### config.mk
export PLATFORM = sky130hd
export DESIGN_NAME = sram_bank_ctrl
export DESIGN_NICKNAME = d
export VERILOG_FILES = /design/src/rtl/sram_pkg.sv /design/src/rtl/sram_pwr_fsm.sv /design/src/rtl/sram_bank_ctrl.sv
export SDC_FILE = /design/constraint.sdc
export NUM_CORES = 1
export LEC_CHECK = 0
export CORE_MARGIN = 8
export CORE_UTILIZATION = 40
export DETAILED_ROUTE_END_ITERATION = 8
export DONT_BUFFER_PORTS = 1
export MAX_ROUTING_LAYER = met4
export PLACE_DENSITY = 0.66
export SYNTH_ARGS = -nofsm -noshare
export SYNTH_HDL_FRONTEND = slang
export SYNTH_HIERARCHICAL = 1
export SYNTH_SLANG_ARGS = --single-unit
### constraint.sdc
create_clock -name hclk -period 3.6 [get_ports hclk]
set_clock_uncertainty 0.2 [all_clocks]
set_input_delay 0.9 -clock hclk [delete_from_list [all_inputs] [get_ports hclk]]
set_output_delay 0.9 -clock hclk [all_outputs]
set_load 0.03 [all_outputs]
### src/rtl/sram_pkg.sv
// Shared types for the banked byte-lane SRAM controller.
// Latency: none (types and a pure function only).
// Backpressure: not applicable.
package sram_pkg;

  typedef enum logic [1:0] {
    PWR_ACTIVE = 2'b00,
    PWR_SLEEP  = 2'b01,
    PWR_WAKE   = 2'b10
  } pwr_state_e;

  // Bank field is sized for the largest bank count we expect to build;
  // narrower configurations zero-extend into it.
  localparam int RD_BANK_W = 8;

  typedef struct packed {
    logic                 valid;
    logic [RD_BANK_W-1:0] bank;
  } rd_pipe_t;

  // Flat position of (bank, lane) in the sram_cs / sram_rdata ordering.
  function automatic int lane_idx(input int bank, input int lane, input int lanes);
    return bank * lanes + lane;
  endfunction

endpackage

### src/rtl/sram_pwr_fsm.sv
// Idle-timeout sleep / wake power sequencer for the SRAM macros.
// Latency: SLEEP entered the cycle after the idle limit; ACTIVE after WAKE_CYCLES in WAKE.
// Backpressure: ready_gate is low in SLEEP, WAKE and on the idle-limit cycle itself.
module sram_pwr_fsm
  import sram_pkg::*;
#(
  parameter int IDLE_TIMEOUT = 16,
  parameter int WAKE_CYCLES  = 2
) (
  input  logic       clk,
  input  logic       rst,
  input  logic       accept,
  input  logic       busy,
  input  logic       req_valid,
  output logic       ready_gate,
  output logic       sram_sleep,
  output logic [1:0] pwr_state
);

  localparam logic [1:0] ST_ACTIVE = PWR_ACTIVE;
  localparam logic [1:0] ST_SLEEP  = PWR_SLEEP;
  localparam logic [1:0] ST_WAKE   = PWR_WAKE;

  localparam int IW = (IDLE_TIMEOUT < 1) ? 1 : $clog2(IDLE_TIMEOUT + 1);
  localparam int WW = (WAKE_CYCLES < 2) ? 1 : $clog2(WAKE_CYCLES);

  logic [1:0]    state;
  logic [IW-1:0] idle_cnt;
  logic [WW-1:0] wake_cnt;
  logic          at_limit;

  // Idle limit reached: blocks accepts this cycle so nothing races the sleep entry.
  always_comb begin
    at_limit = 1'b0;
    if (IDLE_TIMEOUT != 0)
      at_limit = (idle_cnt == IW'(IDLE_TIMEOUT));
  end

  assign ready_gate = (state == ST_ACTIVE) && !at_limit;
  assign sram_sleep = (state == ST_SLEEP);
  assign pwr_state  = state;

  // State register plus idle and wake counters.
  always_ff @(posedge clk or posedge rst) begin
    if (rst) begin
      state    <= ST_ACTIVE;
      idle_cnt <= '0;
      wake_cnt <= '0;
    end else begin
      case (state)
        ST_ACTIVE: begin
          if (at_limit) begin
            state    <= ST_SLEEP;
            idle_cnt <= '0;
          end else if (accept) begin
            idle_cnt <= '0;
          end else if (!busy && (IDLE_TIMEOUT != 0)) begin
            idle_cnt <= idle_cnt + IW'(1);
          end
        end
        ST_SLEEP: begin
          wake_cnt <= '0;
          if (req_valid)
            state <= ST_WAKE;
        end
        ST_WAKE: begin
          if (wake_cnt == WW'(WAKE_CYCLES - 1)) begin
            state    <= ST_ACTIVE;
            idle_cnt <= '0;
          end else begin
            wake_cnt <= wake_cnt + WW'(1);
          end
        end
        default: state <= ST_ACTIVE;
      endcase
    end
  end

endmodule

### src/rtl/sram_bank_ctrl.sv
// Word-wide request port onto NUM_BANKS x LANES byte-wide single-port SRAM macros.
// Latency: macro strobes in T+1 after accept; read response (rsp_valid) in T+3, fully pipelined.
// Backpressure: req_ready only drops for power management; responses cannot be stalled.
module sram_bank_ctrl
  import sram_pkg::*;
#(
  parameter  int SRAM_DATA_WIDTH = 8,
  parameter  int SRAM_ADDR_WIDTH = 13,
  parameter  int DATA_WIDTH      = 32,
  parameter  int NUM_BANKS       = 2,
  parameter  int IDLE_TIMEOUT    = 16,
  parameter  int WAKE_CYCLES     = 2,
  localparam int LANES           = DATA_WIDTH / SRAM_DATA_WIDTH,
  localparam int BANK_BITS       = (NUM_BANKS > 1) ? $clog2(NUM_BANKS) : 1
) (
  input  logic                                       hclk,
  input  logic                                       hreset,
  input  logic                                       req_valid,
  output logic                                       req_ready,
  input  logic                                       req_we,
  input  logic [SRAM_ADDR_WIDTH+BANK_BITS-1:0]       req_addr,
  input  logic [DATA_WIDTH-1:0]                      req_wdata,
  input  logic [LANES-1:0]                           req_be,
  output logic                                       rsp_valid,
  output logic [DATA_WIDTH-1:0]                      rsp_rdata,
  output logic                                       sram_we,
  output logic [SRAM_ADDR_WIDTH-1:0]                 sram_addr,
  output logic [DATA_WIDTH-1:0]                      sram_wdata,
  output logic [NUM_BANKS*LANES-1:0]                 sram_cs,
  input  logic [NUM_BANKS*LANES*SRAM_DATA_WIDTH-1:0] sram_rdata,
  output logic                                       sram_sleep,
  output logic [1:0]                                 pwr_state
);

  logic                       accept;
  logic                       busy;
  logic [BANK_BITS-1:0]       req_bank;
  logic [NUM_BANKS*LANES-1:0] cs_nxt;
  logic [DATA_WIDTH-1:0]      bank_rdata;
  rd_pipe_t                   rd_s1;
  rd_pipe_t                   rd_s2;

  assign accept   = req_valid && req_ready;
  assign req_bank = req_addr[SRAM_ADDR_WIDTH +: BANK_BITS];
  assign busy     = rd_s1.valid || rd_s2.valid;

  sram_pwr_fsm #(
    .IDLE_TIMEOUT (IDLE_TIMEOUT),
    .WAKE_CYCLES  (WAKE_CYCLES)
  ) u_pwr (
    .clk        (hclk),
    .rst        (hreset),
    .accept     (accept),
    .busy       (busy),
    .req_valid  (req_valid),
    .ready_gate (req_ready),
    .sram_sleep (sram_sleep),
    .pwr_state  (pwr_state)
  );

  // Chip selects for the addressed bank: writes follow the byte strobes, reads take every lane.
  always_comb begin
    cs_nxt = '0;
    for (int b = 0; b < NUM_BANKS; b++) begin
      for (int i = 0; i < LANES; i++) begin
        if (req_bank == BANK_BITS'(b))
          cs_nxt[lane_idx(b, i, LANES)] = req_we ? req_be[i] : 1'b1;
      end
    end
  end

  // Macro interface: strobes live for one cycle, address and data hold between accesses.
  always_ff @(posedge hclk or posedge hreset) begin
    if (hreset) begin
      sram_cs    <= '0;
      sram_we    <= 1'b0;
      sram_addr  <= '0;
      sram_wdata <= '0;
    end else begin
      sram_cs <= accept ? cs_nxt : '0;
      sram_we <= accept && req_we;
      if (accept) begin
        sram_addr  <= req_addr[SRAM_ADDR_WIDTH-1:0];
        sram_wdata <= req_wdata;
      end
    end
  end

  // Read tag pipeline: carries the bank index alongside the macro access.
  always_ff @(posedge hclk or posedge hreset) begin
    if (hreset) begin
      rd_s1 <= '0;
      rd_s2 <= '0;
    end else begin
      rd_s1.valid <= accept && !req_we;
      rd_s1.bank  <= RD_BANK_W'(req_bank);
      rd_s2       <= rd_s1;
    end
  end

  // Pick the tagged bank's lanes out of the macro outputs.
  always_comb begin
    bank_rdata = '0;
    for (int b = 0; b < NUM_BANKS; b++) begin
      if (rd_s2.bank == RD_BANK_W'(b))
        bank_rdata = sram_rdata[b*DATA_WIDTH +: DATA_WIDTH];
    end
  end

  // Response register: one pulse per read, data held until the next read returns.
  always_ff @(posedge hclk or posedge hreset) begin
    if (hreset) begin
      rsp_valid <= 1'b0;
      rsp_rdata <= '0;
    end else begin
      rsp_valid <= rd_s2.valid;
      if (rd_s2.valid)
        rsp_rdata <= bank_rdata;
    end
  end

endmodule
==> results of run 1 <==
worst max-delay path: stages, from the launching register on:
cell and delay (ns):
dfrtp_1 0.60, inv_1 0.15, ha_1 0.27, and2_2 0.28
nand2_2 0.09, inv_1 0.07, nor4b_1 0.69, a41oi_1 0.20
a31oi_1 0.19
metrics by stage:
step           instances  hold slack, ns
2_1_floorplan        317          0.1312
3_3_place_gp         445          0.1340
3_5_place_dp         445          0.1385
4_1_cts              461          0.1615
5_1_grt              461          0.1708
6_report             461          0.1595
cells in the final DEF (no fill, tap or decap), types with 2 or more instances in the layout:
cell      count
inv_1        10
nor2_1       38
clkinv_2      2
dfrtp_2       2
a31oi_1       3
inv_6         3
mux2_2        3
nand2_1       2
a21oi_1      32
nor3_1        4
nor2b_1       4
a41oi_1       2
o21ai_0       2
buf_4         4
dfrtp_1      97
mux2i_1      34
clkbuf_8      9
mux2_4       44
nand3_1       5
ha_1          7
final cells by class:
cell class / count / area, um^2
fill: 983 / 6087
sequential: 99 / 2480
inverter: 11 / 43.79
clock inverter: 7 / 61.31
timing repair buffer: 4 / 30.03
clock buffer: 9 / 123.9
multi-input combinational: 191 / 1649
tap: 140 / 175.2
cell families after synthesis:
| family | after synthesis | share of synthesized area [%] |
|---|---|---|
| flip-flops | 99 | 57.68 |
| multiplexers | 81 | 24.09 |
| AND/OR/NAND/NOR | 62 | 7.050 |
| AO/OA/AOI/OAI | 41 | 5.214 |
| buffers and inverters | 27 | 3.932 |
| adder cells (fa/ha/maj) | 7 | 2.039 |
final timing paths:
path | slack [ns] | to | cells after the start | start
setup / recovery | 0.78 | u_pwr/idle_cnt[3] | 8 | u_pwr/pwr_state[0]
hold / removal | 0.16 | rd_s2[0] | 0 | rd_s1[0]
setup reg to reg | 0.78 | u_pwr/idle_cnt[3] | 8 | u_pwr/pwr_state[0]
hold reg to reg | 0.16 | rd_s2[0] | 0 | rd_s1[0]
max in group asynchronous | 2.12 | rsp_rdata[18] | 2 | hreset
min in group asynchronous | 0.18 | u_pwr/pwr_state[1] | 1 | hreset
where the power goes:
part	leakage, nW	total [mW]	switching [mW]	internal [mW]
logic	0.935	1.20	0.514	0.685
clock network	0.0971	0.664	0.401	0.263
registers	1.16	2.95	1.36	1.59
state kept, by name, summed over array words and instances, names as in the netlist:
signal and count:
rd_s1 2, rd_s2 2, rsp_rdata 32, rsp_valid 1
sram_addr 13, sram_cs 8, sram_wdata 32, sram_we 1
u_pwr/idle_cnt 5, u_pwr/pwr_state 2, u_pwr/wake_cnt 1
routing by layer:
layer	up-vias	share of wire [%]	routed length, um
li1	1097	-	-
met1	1156	38	3689
met2	110	50	4880
met3	8	11	1037
met4	0	1.1	108
met5	-	0	0
==> reports/qor.csv, run 1 <==
metric,value,unit
Post-DRT Antenna Nets,0,
synth cell count leaders,"dfrtp_1, mux2_4, nor2_1",
Nets,441,
critical path class,reg -> reg,
final period utilization,78.38,%
number of CTS-inserted buffers,9,
pre-CTS setup slack,0.8202,ns
worst slew pin tran,0.9096,ns
Critical Path AT,2.90,ns
WP data required,3.67,ns
post-synth top area share,57.68,%
Peak VDD IR,0.0004924,V
DRT Pass-1 Iters,4,
global-route wire length before repair,15000,um
CP max FO,5,
number of flops mapped to enable cells by yosys,0,
wire per inst,21.08,um
worst min path class,reg -> reg,
I/O Pins,209,
Leak,2.191,nW
clock sink count,99,
Post-Syn Area per Cell,13.55,um^2
PostCTS Resize Cnt,0,
GP Congestion,0.7496,
initial antenna violation count,0,
Port-buffer cells,0,
"FF+latch count, synth",99,
worst-skew pair later-pin latency,0.36,ns
max-cap violations,0,
Die Width,119.6,um
hold bufs inserted after CTS,0,
syn nets,442,
fin crit period,2.822,ns
met1 Track Usage GR,14.87,%
Final Hold Vio Count,0,
fmax,0.3544,GHz
All-Layer GR Usage,13.60,%
DR vias/cell,5.143,
setup TNS,0,ns
grt total ovfl,0,
PnR worst setup slack,0.7783,ns
startpoint class of the critical path,flop,
vias,2371,
root buffer cell,clkbuf_8,
via count of the first global-routing pass,2554,
total power,4.812,mW
Longest Clk Path Bufs,2,
First DRT Iteration DRCs,126,
post-layout util,42.85,%
Worst slew margin,39.36,%
Ys Warns,6,
area delta synth->final,6.234,%
CP endpoint kind,flop,
Power Density,1055,mW/mm^2
Post-CTS Setup Inserts,0,
Initial Util,40.33,%
post-synth top area cell,dfrtp_1,
# rows,38,
status,"finished, final reports clean",
synth top area cells,"dfrtp_1, mux2_4, mux2i_1",
drt drc,0,
final setup fails,0,
largest net degree at the start of global routing,66,
GR Util met3,5.730,%
pins over their slew limit,0,
Inserted Diodes,0,
proportion of layout cells with a drive suffix above 1,23.05,%
Synth cell types,30,
Post-Syn Area,0.004295,mm^2
die area,0.01431,mm^2
core area,0.01065,mm^2
GR Util met2,21.83,%
drt total wl,9716,um
post-synthesis cell count,317,
height of the die,119.6,um
Synth Flop Type,dfrtp_1,
hpwl dp,7318,um
most common cell in the netlist,dfrtp_1,
Final Instance Area,0.004563,mm^2
RSZ-0062 raised after global routing,no,
dpl cell area,0.004378,mm^2
asr flop ratio synth,100.0,%
"Seq/Total Area, Yosys",57.68,%
clk slew on worst S/H paths,0.10,ns
CTS tree,built,
H-tree Lvls,3,
busiest grt layer,met2,
Power figures use the tool's default switching activity.
==> run 2: changes to the inputs <==
clock period = 2.4 ns   (was 3.6 ns; I/O delays follow)
==> run 2 against run 1 <==
Critical endpoint is now req_ready; highest routed layer unchanged; combinational power increased by 67%; die area unchanged; register-to-register slack got worse by 0.54 ns; global-route usage increased by 0.48 points; design area increased by 3.0%; power increased by 54%; final cell count increased by 1.5%.
==> reports/qor.csv, run 2 (synthesis gave the netlist of run 1 again) <==
metric,value,unit,change
status,"finished, final reports clean",,
CP Launch Point,u_pwr/idle_cnt[1],,
Peak VDD IR,0.0006919,V,+41%
largest net degree at the start of global routing,66,,unchanged
DR vias/cell,5.175,,+0.62%
number of CTS-inserted buffers,9,,unchanged
HP Start,req_addr[13],,
worst-skew pair later-pin latency,0.36,ns,about the same
Initial Util,40.33,%,unchanged
All-Layer GR Usage,14.08,%,+0.48 points
Die Width,119.6,um,unchanged
H-tree Lvls,3,,unchanged
core area,0.01065,mm^2,unchanged
hpwl dp,7760,um,+6.0%
area delta synth->final,9.438,%,
most frequent cells in the layout,"dfrtp_1, mux2_4, nor2_1",,
critical path class,reg -> out,,
vias,2422,,+2.2%
max-cap violations,0,,unchanged
Final Hold Vio Count,0,,unchanged
root buffer cell,clkbuf_8,,
Longest Clk Path Bufs,2,,unchanged
# rows,38,,unchanged
largest registers,"rsp_rdata: 32 flops, sram_wdata: 32 flops, sram_addr: 13 flops",,
drt drc,0,,unchanged
GP Congestion,0.7762,,+3.5%
Reg-to-Reg Start,u_pwr/idle_cnt[1],,
CP max FO,3,,-2
Final Instance Area,0.004701,mm^2,+3.0%
"most common cell after layout, fill and taps aside",dfrtp_1,,
worst slew pin tran,0.5954,ns,-0.3142 ns
Power Density,1577,mW/mm^2,+49%
proportion of layout cells with a drive suffix above 1,26.52,%,+3.5 points
Final Hold Slack,0.06143,ns,-0.09806 ns
die area,0.01431,mm^2,unchanged
drt total wl,10100,um,+4.0%
Port-buffer cells,0,,unchanged
setup TNS,0,ns,unchanged
CP endpoint kind,output pin,,
Worst slew margin,60.30,%,+21 points
final setup fails,0,,unchanged
final period utilization,95.61,%,
via count of the first global-routing pass,2712,,+6.2%
RSZ-0062 raised after global routing,no,,
pins over their slew limit,0,,unchanged
fmax,0.4358,GHz,
Nets,448,,+1.6%
initial antenna violation count,0,,unchanged
First DRT Iteration DRCs,143,,+13%
Leak,2.237,nW,+2.1%
DP Cell Count,448,,+0.67%
CTS tree,built,,
global-route wire length before repair,15490,um,+3.3%
wire per inst,21.59,um,+2.4%
clock sink count,99,,unchanged
final non-filler cell total,468,,+1.5%
startpoint class of the critical path,flop,,
total power,7.411,mW,+54%
height of the die,119.6,um,unchanged
dpl cell area,0.004457,mm^2,+1.8%
Inserted Diodes,0,,unchanged
I/O Pins,209,,unchanged
DRT Pass-1 Iters,4,,unchanged
WP data required,1.60,ns,-2.07 ns
grt total ovfl,0,,unchanged
Critical Path AT,1.49,ns,-1.41 ns
clk slew on worst S/H paths,0.10,ns,about the same
Post-DRT Antenna Nets,0,,unchanged
fin crit period,2.295,ns,
worst min path class,in -> reg,,
-- run 2: stage by stage --
stage / util, % / setup WS, ns
detailed placement: 41.85 / 0.08469
global route: 44.14 / 0.01330
CTS: 43.95 / 0.01734
global placement: 41.85 / 0.2270
finish: 44.14 / 0.1052
floorplan: - / 0.01675
-- run 2: layout make-up --
cell class	instances	area, um^2
Multi-Input combinational cell	191	1690
Timing Repair Buffer	11	122.6
Inverter	11	45.04
Clock buffer	11	141.4
Fill cell	975	5949
Tap cell	140	175.2
Clock inverter	5	43.79
Sequential cell	99	2482
-- run 2: worst paths after layout --
path | end | slack, ns | cells after the start
max | req_ready | 0.11 | 5
min | rd_s1[0] | 0.06 | 0
max reg2reg | u_pwr/idle_cnt[3] | 0.24 | 9
min reg2reg | rd_s2[0] | 0.16 | 0
max in group asynchronous | sram_addr[6] | 0.83 | 3
min in group asynchronous | u_pwr/pwr_state[1] | 0.49 | 2
-- run 2: critical path, stage by stage, from the launching register on --
cell	delay, ns
dfrtp_1	0.39
inv_1	0.12
ha_4	0.15
nand4bb_4	0.12
and2_4	0.18
buf_4	0.17
-- run 2: layer usage --
| metal | wire [um] | track usage [%] | part of all wire (%) | up-vias |
|---|---|---|---|---|
| met5 | 0 | - | 0 | - |
| met4 | 139 | 5.152 | 1.4 | 0 |
| met3 | 1068 | 6.388 | 11 | 8 |
| met2 | 5045 | 22.39 | 50 | 129 |
| met1 | 3849 | 15.26 | 38 | 1172 |
| li1 | - | - | - | 1113 |
-- run 2: timing repair --
action / 4_1_cts / 5_1_grt
hold buffers: 1 / 0
hold endpoints to repair: 29 / 0
cloned: 0 / 0
gates resized for setup: 4 / 4
buffers inserted: 3 / 0
endpoints found under the setup margin: 1 / 1
-- run 2: where the power goes --
part,internal (mW),switching [mW]
Sequential,2.39,2.03
Combinational,1.14,0.854
Clock,0.421,0.572
Total,3.95,3.46
==> run 3: changes to the inputs <==
SYNTH_HIERARCHICAL = not set   (was 1)
==> run 3 against run 2 <==
Power down 2.8%; final cell count up 0.21%; via count down 0.21%; design area down 1.4%; synthesized cell count up 0.63%; area after synthesis down 3.1%; register-to-register slack worse by 0.05 ns; highest routed layer unchanged.
==> reports/qor.csv, run 3 <==
metric,value,unit,change
status,"finished, final reports clean",,
H-tree Lvls,3,,unchanged
CP max stage delay,0.43,ns,+0.04 ns
drt drc,0,,unchanged
GP Congestion,0.7613,,-1.9%
DP Cell Count,446,,-0.45%
worst min path class,in -> async,,
number of CTS-inserted buffers,9,,unchanged
syn nets,443,,+0.23%
CP max FO,4,,+1
internal power,3.934,mW,-0.51%
RSZ-0062 raised after global routing,yes,,
Inserted Diodes,0,,unchanged
Synth Flop Type,dfrtp_1,,
I/O Pins,209,,unchanged
final non-filler cell total,469,,+0.21%
R2R setup slack,0.19,ns,-0.05 ns
Peak VDD IR,0.0007352,V,+6.3%
Psw,3.266,mW,-5.5%
DR vias/cell,5.154,,-0.42%
# rows,37,,-2.6%
asr flop ratio synth,100.0,%,unchanged
die area,0.01393,mm^2,-2.6%
pins over their slew limit,0,,unchanged
Leak,2.094,nW,-6.4%
most frequent cells in the layout,"dfrtp_1, nor2_1, a21oi_1",,
"FF+latch count, synth",99,,unchanged
post-synth top area cell,dfrtp_1,,
CTS tree,built,,
Synth cell types,28,,-6.7%
worst slew pin tran,0.6864,ns,+0.09091 ns
Post-Syn Area,0.004164,mm^2,-3.1%
final setup fails,0,,unchanged
logic gate share of total power,24.2,%,-2.7 points
final period utilization,97.57,%,+2.0 points
dpl cell area,0.004349,mm^2,-2.4%
core area,0.01023,mm^2,-3.9%
largest net degree at the start of global routing,100,,+52%
Worst slew margin,53.74,%,-6.6 points
clock sink count,99,,unchanged
wire per inst,20.42,um,-5.4%
clock power share,16.0,%,+2.6 points
Power Density,1553,mW/mm^2,-1.5%
setup TNS,0,ns,unchanged
drt total wl,9577,um,-5.2%
area delta synth->final,11.36,%,
root buffer cell,clkbuf_8,,
post-synth top area share,59.50,%,+1.8 points
hpwl dp,7236,um,-6.8%
post-layout util,45.32,%,+1.2 points
R2R depth,7,,-2
Critical Path AT,1.54,ns,+0.05 ns
max-cap violations,0,,unchanged
critical path class,reg -> out,,
DRT Pass-1 Iters,4,,unchanged
Post-Syn Area per Cell,13.05,um^2,-3.7%
"Seq/Total Area, Yosys",59.50,%,+1.8 points
Final Instance Area,0.004637,mm^2,-1.4%
Nets,453,,+1.1%
sw frac,45.36,%,-1.3 points
Final Hold Slack,0.05053,ns,-0.01090 ns
proportion of layout cells with a drive suffix above 1,23.42,%,-3.1 points
synth cell count leaders,"dfrtp_1, nor2_1, a21oi_1",,
CP Cell Sequence,inv_1 -> ha_2 -> nor4bb_4 -> nor2_4 -> buf_12,,
"most common cell after layout, fill and taps aside",dfrtp_1,,
worst r2r dst,u_pwr.idle_cnt[2],,
Reg-to-Reg Start,u_pwr.idle_cnt[0],,
fin crit period,2.342,ns,+0.04682 ns
post-synthesis cell count,319,,+0.63%
most common cell in the netlist,dfrtp_1,,
Final Hold Vio Count,0,,unchanged
Critical-path top delay cell,dfrtp_1,,
Multi-input gate area,0.001582,mm^2,-6.4%
Die Width,118.0,um,-1.3%
Port-buffer cells,0,,unchanged
number of flops mapped to enable cells by yosys,0,,unchanged
# fillers,922,,-5.4%
vias,2417,,-0.21%
worst-skew pair later-pin latency,0.34,ns,-0.02 ns
register area,0.002480,mm^2,-0.10%
Ys Warns,0,,-6
All-Layer GR Usage,13.93,%,-0.16 points
sequential power share,59.8,%,about the same
global-route wire length before repair,15070,um,-2.7%
fmax,0.4271,GHz,-2.0%
height of the die,118.0,um,-1.3%
synth top area cells,"dfrtp_1, mux2i_1, mux2_4",,
grt total ovfl,0,,unchanged
WP data required,1.60,ns,about the same
via count of the first global-routing pass,2640,,-2.7%
First DRT Iteration DRCs,112,,-22%
startpoint class of the critical path,flop,,
clk slew on worst S/H paths,0.09,ns,about the same
largest registers,"rsp_rdata: 32 flops, sram_wdata: 32 flops, sram_addr: 13 flops",,
CP endpoint kind,output pin,,
initial antenna violation count,0,,unchanged
Longest Clk Path Bufs,2,,unchanged
Post-DRT Antenna Nets,0,,unchanged
Initial Util,40.70,%,+0.37 points
==> run 3: kinds of logic after synthesis <==
family | count (synthesis) | share of synthesized area [%]
flip-flops | 99 | 59.50
multiplexers | 80 | 22.48
AND/OR/NAND/NOR | 68 | 7.692
AO/OA/AOI/OAI | 41 | 5.589
buffers and inverters | 25 | 2.945
adder cells (fa/ha/maj) | 6 | 1.803
==> run 3: power groups by stage <==
stage          logic [mW]  clock network [mW]  registers, mW
6_report             1.74                1.16           4.30
5_1_grt              1.95                1.26           4.41
4_1_cts              1.69                1.21           4.34
3_5_place_dp         1.68                   0           4.37
3_3_place_gp         1.61                   0           4.35
2_1_floorplan        1.36                   0           4.17
==> run 3: cell type report <==
type                    instances  area share [%]
clock buffers                  11           3.049
clock inverters                 4           1.646
inverters                       9          0.8095
multi-input cells             195           34.11
flip-flops and latches         99           53.48
well taps                     136           3.670
repair buffers                 15           3.238
==> run 3: metrics by stage <==
| step | power (mW) | worst slack, ns |
|---|---|---|
| global route | 7.614 | -0.02484 |
| finish | 7.200 | 0.05843 |
| global placement | 5.956 | 0.1923 |
| detailed placement | 6.048 | 0.1161 |
| floorplan | 5.521 | 0.2199 |
| CTS | 7.238 | 0.01131 |
==> run 3: worst max-delay path, delay by kind of cell (launching register included) <==
| kind | cells | cell delay (ns) |
|---|---|---|
| AND/OR/NAND/NOR | 2 | 0.38 |
| adder cells (fa/ha/maj) | 1 | 0.17 |
| buffers and inverters | 2 | 0.23 |
| flip-flops | 1 | 0.43 |
==> run 3: layer usage <==
layer | wire, um | GRT usage (%)
met1 | 3436 | 13.48
met2 | 4988 | 23.79
met3 | 1087 | 7.242
met4 | 65 | 4.163
met5 | 0 | -
==> run 3: what timing repair did <==
item | 4_1_cts | 5_1_grt
pin swaps | 1 | 3
setup buffers | 1 | 7
hold buffers | 0 | 0
setup endpoints to repair | 1 | 38
gates resized for setup | 2 | 1
==> run 3: how the worst max path moves through the flow <==
| stage | startpoint | end | slack, ns | cells past startpoint |
|---|---|---|---|---|
| finish | u_pwr.idle_cnt[0] | req_ready | 0.06 | 5 |
| global route | u_pwr.idle_cnt[0] | req_ready | -0.02 | 5 |
| CTS | u_pwr.idle_cnt[0] | sram_wdata[16] | 0.01 | 7 |
| detailed placement | u_pwr.idle_cnt[0] | req_ready | 0.12 | 5 |
| global placement | u_pwr.idle_cnt[0] | req_ready | 0.19 | 5 |
| floorplan | u_pwr.pwr_state[0] | req_ready | 0.22 | 4 |
==> RTL edit, RTL diff (config.mk and constraints of run 3) <==
`WAKE_CYCLES` is set to 2 in 2 places; all go to 4.
--- a/src/rtl/sram_pwr_fsm.sv
+++ b/src/rtl/sram_pwr_fsm.sv
@@ -5,7 +5,7 @@
   import sram_pkg::*;
 #(
   parameter int IDLE_TIMEOUT = 16,
-  parameter int WAKE_CYCLES  = 2
+  parameter int WAKE_CYCLES  = 4
 ) (
   input  logic       clk,
   input  logic       rst,
--- a/src/rtl/sram_bank_ctrl.sv
+++ b/src/rtl/sram_bank_ctrl.sv
@@ -9,7 +9,7 @@
   parameter  int DATA_WIDTH      = 32,
   parameter  int NUM_BANKS       = 2,
   parameter  int IDLE_TIMEOUT    = 16,
-  parameter  int WAKE_CYCLES     = 2,
+  parameter  int WAKE_CYCLES     = 4,
   localparam int LANES           = DATA_WIDTH / SRAM_DATA_WIDTH,
   localparam int BANK_BITS       = (NUM_BANKS > 1) ? $clog2(NUM_BANKS) : 1
 ) (
Behaviour: same outputs for any inputs over 10 cycles, from zero or initial values and one cycle with hreset high; that may be too few to reach the edited logic, so the function may still have changed.
==> RTL edit against run 3 <==
  * Via count up 1.2%
  * Largest cell class unchanged
  * Worst setup slack better by 0.035 ns
  * Core utilization down 1.0 points
  * Sequential cell count up 1
  * Routed wire length up 1.5%
  * Synthesized cell count up 0.63%
  * Synthesized area down 1.4%
  * First-iteration DRC count up 46%
  * Cell area down 3.1%
Power is not compared: it rests on default switching activity, and its combinational part moved more than twofold at a synthesized area within 25%.
==> RTL edit: results <==
set metrics [dict create \
    nNonClkBuffers 14 \
    synth_compound_area_frac 0.0643 \
    crit_arrival_ns 1.51 \
    area_delta_synth_final_pct 9.42 \
    syn_avg_cell_area_um2 12.8 \
    multi_input_cells 198 \
    final_cells 470 \
    vias_per_cell 5.20 \
    post_dp_cell_area_mm2 0.00429 \
    track_usage 0.142 \
    ys_seq_area_frac 0.609 \
    drtIter0Drc 163 \
    inv_count 6 \
    dp.cells 451 \
    grt_max_degree 71 \
    buf_share 0.0298 \
    synth_area_leaders "dfrtp_1 61%, mux2_2 12%, mux2i_1 7.8%" \
    syn-num-nets 442 \
    synthMuxAreaShare 0.202 \
    status "finished, final reports clean" \
    seq_area_frac 0.558 \
    drtPass1Iterations 4 \
    grt_pass1_vias 2510 \
    place_ws_ns 0.305 \
    syn_area_mm2 0.00411 \
    clk_share 0.0390 \
    critPathMaxStageDelay_ns 0.38 \
    fillers 925 \
    synth_adder_area_share 0.00914 \
    multi_input_area_share 0.330 \
    drive_gt1_frac 0.243 \
    post_cts_resized 1 \
]
-- RTL edit: changes by cell type after synthesis, moves of 4 or more --
cell,run 3,this run
mux2_2,20,44
mux2_4,20,1
mux2_1,8,0
a31oi_1,0,6
and3_1,0,4
nor2_1,40,36
-- RTL edit: final timing paths --
check	startpoint	to	slack (ns)	cells after the start
max	u_pwr.idle_cnt[0]	req_ready	0.09	5
max reg2reg	u_pwr.idle_cnt[0]	sram_wdata[12]	0.22	8
min	hreset	sram_addr[7]	0.01	2
min in group hclk	req_addr[13]	rd_s1[0]	0.07	0
max in group asynchronous	hreset	rsp_rdata[31]	1.67	2
min reg2reg	rd_s1[0]	rd_s2[0]	0.15	0
-- RTL edit: metal layers --
layer	global-route usage	wire length, um	vias to the layer above
met1	0.156	3810	1173
met3	0.0710	1070	4
met5	-	0	-
met4	0.0414	75	0
li1	-	-	1140
met2	0.224	4770	128
